==> config.mk <==
export PLATFORM = sky130hd
export DESIGN_NAME = tx_rr_arbiter
export DESIGN_NICKNAME = d
export VERILOG_FILES = /design/src/rtl/tx_rr_arbiter.sv
export SDC_FILE = /design/constraint.sdc
export NUM_CORES = 1
export LEC_CHECK = 0
export CAP_MARGIN = 20
export CORE_AREA = 3 3 395 397
export CTS_BUF_LIST = sky130_fd_sc_hd__clkbuf_8
export DETAILED_ROUTE_END_ITERATION = 6
export DIE_AREA = 0 0 398 400
export HOLD_SLACK_MARGIN = 0.1
export PLACE_DENSITY = 0.3
export SYNTH_ARGS = -nofsm -noshare
export SYNTH_HDL_FRONTEND = slang
export SYNTH_SLANG_ARGS = --single-unit
export TNS_END_PERCENT = 5
==> constraint.sdc <==
create_clock -name axis_aclk -period 4.7 [get_ports axis_aclk]
set_input_delay 1.175 -clock axis_aclk [delete_from_list [all_inputs] [get_ports axis_aclk]]
set_output_delay 1.175 -clock axis_aclk [all_outputs]
set_load 0.02 [all_outputs]
==> src/rtl/tx_rr_arbiter.sv <==
// Packet-granular round-robin arbiter sharing one AXI4-Stream transmit path among NUM_QUEUES requesters.
// Grants are whole packets; queue_en masks requesters only at arbitration time.

module tx_rr_arbiter_chk #(
  parameter int NUM_QUEUES = 4,
  parameter int QID_WIDTH  = 3
) (
  input logic                  clk,
  input logic                  rst_n,
  input logic [QID_WIDTH-1:0]  rr_ptr,
  input logic [NUM_QUEUES-1:0] s_axis_tready
);
  localparam logic [QID_WIDTH:0] NQ_W = (QID_WIDTH+1)'(NUM_QUEUES);

  a_ptr_range: assert property (@(posedge clk) disable iff (!rst_n)
    ({1'b0, rr_ptr} < NQ_W));

  a_ready_onehot: assert property (@(posedge clk) disable iff (!rst_n)
    $onehot0(s_axis_tready));
endmodule

module tx_rr_arbiter #(
  parameter int C_AXIS_DATA_WIDTH  = 64,
  parameter int C_AXIS_TUSER_WIDTH = 128,
  parameter int NUM_QUEUES         = 4,
  parameter int QID_WIDTH          = 3
) (
  input  logic                                          axis_aclk,
  input  logic                                          axis_resetn,
  input  logic [NUM_QUEUES*C_AXIS_DATA_WIDTH-1:0]       s_axis_tdata,
  input  logic [NUM_QUEUES*C_AXIS_DATA_WIDTH/8-1:0]     s_axis_tkeep,
  input  logic [NUM_QUEUES*C_AXIS_TUSER_WIDTH-1:0]      s_axis_tuser,
  input  logic [NUM_QUEUES-1:0]                         s_axis_tvalid,
  input  logic [NUM_QUEUES-1:0]                         s_axis_tlast,
  output logic [NUM_QUEUES-1:0]                         s_axis_tready,
  output logic [C_AXIS_DATA_WIDTH-1:0]                  m_axis_tdata,
  output logic [C_AXIS_DATA_WIDTH/8-1:0]                m_axis_tkeep,
  output logic [C_AXIS_TUSER_WIDTH-1:0]                 m_axis_tuser,
  output logic                                          m_axis_tvalid,
  output logic                                          m_axis_tlast,
  input  logic                                          m_axis_tready,
  input  logic [NUM_QUEUES-1:0]                         queue_en,
  output logic [QID_WIDTH-1:0]                          grant_id,
  output logic                                          pkt_sent,
  output logic [QID_WIDTH-1:0]                          pkt_sent_id
);
  localparam int DW    = C_AXIS_DATA_WIDTH;
  localparam int KW    = C_AXIS_DATA_WIDTH / 8;
  localparam int UW    = C_AXIS_TUSER_WIDTH;
  localparam int NSLOT = 1 << QID_WIDTH;
  localparam logic [QID_WIDTH-1:0] LAST_Q = QID_WIDTH'(NUM_QUEUES - 1);
  localparam logic [QID_WIDTH-1:0] ONE_Q  = QID_WIDTH'(1);
  localparam logic [QID_WIDTH:0]   NQ_W   = (QID_WIDTH+1)'(NUM_QUEUES);

  typedef enum logic [0:0] {
    IDLE = 1'b0,
    SEND = 1'b1
  } state_t;

  state_t               state_r;
  state_t               state_nxt_s;
  logic [1:0]           rst_sync_r;
  logic                 rst_n_s;
  logic [QID_WIDTH-1:0] grant_r;
  logic [QID_WIDTH-1:0] grant_nxt_s;
  logic [QID_WIDTH-1:0] rr_ptr_r;
  logic [QID_WIDTH-1:0] rr_ptr_nxt_s;
  logic                 pkt_sent_r;
  logic                 pkt_sent_nxt_s;
  logic [QID_WIDTH-1:0] pkt_sent_id_r;
  logic [QID_WIDTH-1:0] pkt_sent_id_nxt_s;
  logic                 found_s;
  logic [QID_WIDTH-1:0] pick_s;
  logic                 send_s;
  logic                 beat_last_s;

  // Per-queue views padded to a power of two so grant_r indexes them at exact width.
  logic [NSLOT*DW-1:0]  data_pad_s;
  logic [NSLOT*KW-1:0]  keep_pad_s;
  logic [NSLOT*UW-1:0]  user_pad_s;
  logic [NSLOT-1:0]     valid_pad_s;
  logic [NSLOT-1:0]     last_pad_s;
  logic [NSLOT-1:0]     cand_s;
  logic [NSLOT-1:0]     ready_pad_s;
  logic [DW-1:0]        data_arr_s [NSLOT];
  logic [KW-1:0]        keep_arr_s [NSLOT];
  logic [UW-1:0]        user_arr_s [NSLOT];

  assign data_pad_s  = (NSLOT*DW)'(s_axis_tdata);
  assign keep_pad_s  = (NSLOT*KW)'(s_axis_tkeep);
  assign user_pad_s  = (NSLOT*UW)'(s_axis_tuser);
  assign valid_pad_s = NSLOT'(s_axis_tvalid);
  assign last_pad_s  = NSLOT'(s_axis_tlast);
  assign cand_s      = NSLOT'(s_axis_tvalid & queue_en);

  for (genvar g = 0; g < NSLOT; g++) begin : g_slot
    assign data_arr_s[g] = data_pad_s[g*DW +: DW];
    assign keep_arr_s[g] = keep_pad_s[g*KW +: KW];
    assign user_arr_s[g] = user_pad_s[g*UW +: UW];
  end

  // Reset asserts asynchronously and releases two clocks after axis_resetn rises.
  always_ff @(posedge axis_aclk or negedge axis_resetn) begin
    if (!axis_resetn) begin
      rst_sync_r <= 2'b00;
    end else begin
      rst_sync_r <= {rst_sync_r[0], 1'b1};
    end
  end

  assign rst_n_s = rst_sync_r[1];
  assign send_s  = (state_r == SEND);

  // First enabled requester at or above rr_ptr, wrapping modulo NUM_QUEUES.
  always_comb begin
    logic [QID_WIDTH:0] idx_v;
    idx_v   = '0;
    found_s = 1'b0;
    pick_s  = '0;
    for (int k = 0; k < NUM_QUEUES; k++) begin
      idx_v = {1'b0, rr_ptr_r} + (QID_WIDTH+1)'(k);
      if (idx_v >= NQ_W) begin
        idx_v = idx_v - NQ_W;
      end else begin
        idx_v = idx_v;
      end
      if (!found_s && cand_s[idx_v[QID_WIDTH-1:0]]) begin
        found_s = 1'b1;
        pick_s  = idx_v[QID_WIDTH-1:0];
      end else begin
        found_s = found_s;
      end
    end
  end

  // Master side is a pure mux of the granted queue; everything reads zero outside SEND.
  always_comb begin
    m_axis_tdata  = '0;
    m_axis_tkeep  = '0;
    m_axis_tuser  = '0;
    m_axis_tvalid = 1'b0;
    m_axis_tlast  = 1'b0;
    ready_pad_s   = '0;
    if (send_s) begin
      m_axis_tdata         = data_arr_s[grant_r];
      m_axis_tkeep         = keep_arr_s[grant_r];
      m_axis_tuser         = user_arr_s[grant_r];
      m_axis_tvalid        = valid_pad_s[grant_r];
      m_axis_tlast         = last_pad_s[grant_r];
      ready_pad_s[grant_r] = m_axis_tready;
    end else begin
      ready_pad_s = '0;
    end
  end

  assign s_axis_tready = ready_pad_s[NUM_QUEUES-1:0];
  assign beat_last_s   = send_s & m_axis_tvalid & m_axis_tready & m_axis_tlast;

  // Next-state: grant in IDLE, release on the tlast handshake and advance the pointer.
  always_comb begin
    state_nxt_s       = state_r;
    grant_nxt_s       = grant_r;
    rr_ptr_nxt_s      = rr_ptr_r;
    pkt_sent_nxt_s    = 1'b0;
    pkt_sent_id_nxt_s = pkt_sent_id_r;
    case (state_r)
      IDLE: begin
        if (found_s) begin
          state_nxt_s = SEND;
          grant_nxt_s = pick_s;
        end else begin
          state_nxt_s = IDLE;
        end
      end
      SEND: begin
        if (beat_last_s) begin
          state_nxt_s       = IDLE;
          rr_ptr_nxt_s      = (grant_r == LAST_Q) ? '0 : (grant_r + ONE_Q);
          pkt_sent_nxt_s    = 1'b1;
          pkt_sent_id_nxt_s = grant_r;
        end else begin
          state_nxt_s = SEND;
        end
      end
      default: begin
        state_nxt_s = IDLE;
      end
    endcase
  end

  // Arbiter state registers.
  always_ff @(posedge axis_aclk or negedge rst_n_s) begin
    if (!rst_n_s) begin
      state_r       <= IDLE;
      grant_r       <= '0;
      rr_ptr_r      <= '0;
      pkt_sent_r    <= 1'b0;
      pkt_sent_id_r <= '0;
    end else begin
      state_r       <= state_nxt_s;
      grant_r       <= grant_nxt_s;
      rr_ptr_r      <= rr_ptr_nxt_s;
      pkt_sent_r    <= pkt_sent_nxt_s;
      pkt_sent_id_r <= pkt_sent_id_nxt_s;
    end
  end

  assign grant_id    = grant_r;
  assign pkt_sent    = pkt_sent_r;
  assign pkt_sent_id = pkt_sent_id_r;

  tx_rr_arbiter_chk #(
    .NUM_QUEUES (NUM_QUEUES),
    .QID_WIDTH  (QID_WIDTH)
  ) u_chk (
    .clk           (axis_aclk),
    .rst_n         (rst_n_s),
    .rr_ptr        (rr_ptr_r),
    .s_axis_tready (s_axis_tready)
  );
endmodule

==> results.txt <==
status -> finished, final reports clean
Mean Syn Cell Area -> 6.629 µm²
Syn Nets -> 1629
Primary FF master, synth -> dfrtp_1
Post-route DRC -> 0
Pwr Density -> 665.8 mW/mm²
die area -> 0.1592 mm²
Core ar. -> 0.1523 mm²
antenna violations before repair -> 70
CP required -> 3.52 ns
fin util -> 12.59%
clock-pin transition on the worst setup and hold timing paths -> 0.06 ns
Worst Hold Slack -> 0.1953 ns
total CTS buffers -> 3
Clock Skew -> 0.006787 ns
chip height -> 400 µm
Crit Path Class -> reg2out
Max VDD drop -> 264.3 µV
Hold Fails Final Rpt -> 0
I/O Buffers -> 1027
Reg2Reg Setup Slack -> 1.86 ns
clock buffer depth -> 2
Synth top area share -> 56.13%
sequential share of the synthesized area -> 6.051%
share of flip-flops with an asynchronous set or reset -> 100.0%
total gr overflow -> 0
area grow syn2layout -> 256.6%
H-tree depth -> 1
Post-synth EDFFs -> 0
Area after DPL -> 0.01908 mm²
CP startpoint kind -> register
Clock Sinks -> 13
largest net degree at the start of global routing -> 62
max_cap viols -> 0
Setup Total Neg Slack -> 0 ns
synth top area cells -> a22oi_1 (56%), a21oi_1 (19%), dfrtp_1 (6.1%)
IO Pins -> 1028
Final Max Tran Viols -> 0
unrepaired setup endpoints after global routing -> no
TritonCTS clock tree -> done
first-pass GRT wire length -> 137.2 mm
Fillers -> 17562
via count -> 12126
total power -> 12.76 mW
Clock Latency Late Sink -> 0.25 ns
Arrival @ worst endpoint -> 3.30 ns
Routed Antenna Nets -> 0
post-layout minimum cycle time -> 4.470 ns
Synth Instances -> 811
fmax -> 223.7 MHz
Nets -> 2631
clock root buffer -> clkbuf_8
Post-CTS Setup Bufs -> 0
Post-CTS Hold Buffers -> 0
Initial DRC Count -> 885
Placed Cells -> 3838
final std cell area, no fill -> 0.01917 mm²
Yosys warning total -> 0
final period utilization -> 95.12%
vias in the first global route -> 12464
pre-CTS setup slack -> 0.1493 ns
synth unique cells -> 36
fin cells -> 3860
Tightest Pin Transition -> 0.9785 ns
Tot GR Track Use -> 13.18%
DR pass1 iterations -> 5
worst min path class -> reg2async
DR vias/cell -> 3.141
die width -> 398 µm
fraction of layout cells with a size suffix above 1 -> 9.547%
Worst slew margin -> 34.77%
Final WS setup -> 0.2295 ns
Initial Utilization -> 3.531%
Lkg Pwr -> 6.170 nW
CP Capture Type -> primary output
GP Congestion -> 0.8586
Avg WL per Cell -> 29.20 µm
setup violators final -> 0
Gates resized, CTS repair -> 0
dominant cell type by area after synthesis -> a22oi_1
Post-Syn Area -> 0.005376 mm²
CP Max Fanout -> 44
Synth Register Bits -> 13
HPWL Detailed -> 100.9 mm
drt total wl -> 112.7 mm
Rows -> 143
[layout by cell type (no fill, tap or decap), types with 2 or more instances in the layout]
cell,netlist,routed
clkdlybuf4s50_1,0,958
buf_4,1,85
nand3_1,6,6
buf_12,0,70
a21oi_1,209,209
nand2_1,8,8
ha_1,3,3
o21ai_0,6,6
mux4_1,2,2
diode_2,0,18
and3_1,5,5
nor2_1,7,7
mux2_4,3,3
nand3b_1,2,2
dfrtp_1,13,13
nor3b_2,0,2
nor3_1,3,2
a22oi_1,402,401
a31oi_1,3,3
inv_1,5,5
and2_2,2,2
clkbuf_8,0,3
[cells in the mapped netlist, drive strengths merged (3+ instances only)]
cell type / number
a22oi: 402
a21oi: 209
clkbuf: 61
buf: 55
dfrtp: 13
nand2: 8
nor2: 7
and3: 6
inv: 6
nand3: 6
o21ai: 6
mux2: 4
a31oi: 3
ha: 3
nor3: 3
[flip-flops by register name, summed over array words and instances, names as in the netlist]
signal / cells
pkt_sent: 1
grant_id: 3
rst_sync_r: 2
pkt_sent_id: 3
send_s: 1
rr_ptr_r: 3
[worst max-delay path: stages, from the launching register on]
cell	delay (ns)
dfrtp_1	0.55
buf_4	0.24
nor3b_2	0.35
buf_12	0.30
buf_4	0.36
buf_4	0.23
a22oi_1	0.09
a21oi_1	0.45
buf_4	0.22
buf_12	0.11
[area by class of cell]
type | count | area [µm²] | share of cell area (%)
repair buffers | 1113 | 11630 | 60.66
clock inverters | 1 | 3.754 | 0.01958
flip-flops and latches | 13 | 325.3 | 1.697
diodes | 18 | 45.04 | 0.2350
multi-input cells | 676 | 4556 | 23.76
clock buffers | 3 | 41.29 | 0.2154
inverters | 6 | 30.03 | 0.1566
well taps | 2030 | 2540 | 13.25
[path summary, 6_finish.rpt]
kind / startpoint / end / depth (start not counted)
max: grant_id[0] / m_axis_tuser[54] / 9
min: rst_sync_r[1] / grant_id[2] / 0
max in group asynchronous: axis_resetn / rst_sync_r[1] / 1
max reg2reg: rr_ptr_r[0] / grant_id[0] / 8
min in group axis_aclk: rst_sync_r[0] / rst_sync_r[1] / 0
min reg2reg: rst_sync_r[1] / grant_id[2] / 0
[cells by family after synthesis]
family	share of synthesized area, %
compound gates	77.52
fa+ha+maj	0.6982
buf+inv	9.658
flops	6.051
mux	2.025
other cells	0.06975
simple gates	3.980
[layer usage]
layer / vias to the layer above / GRT usage [%] / routed length (µm)
met5: - / 0 / 131
met4: 22 / 1.896 / 1830
met3: 114 / 4.930 / 10950
met2: 670 / 23.10 / 55710
met1: 5898 / 15.51 / 44110
li1: 5422 / - / -
[where the power goes]
part	internal, mW	switching, mW	total [mW]
clock	0.0578	0.0438	0.102
sequential	0.144	0.0876	0.231
combinational	5.29	7.14	12.4
No activity file was read; power rests on OpenSTA's default activity.
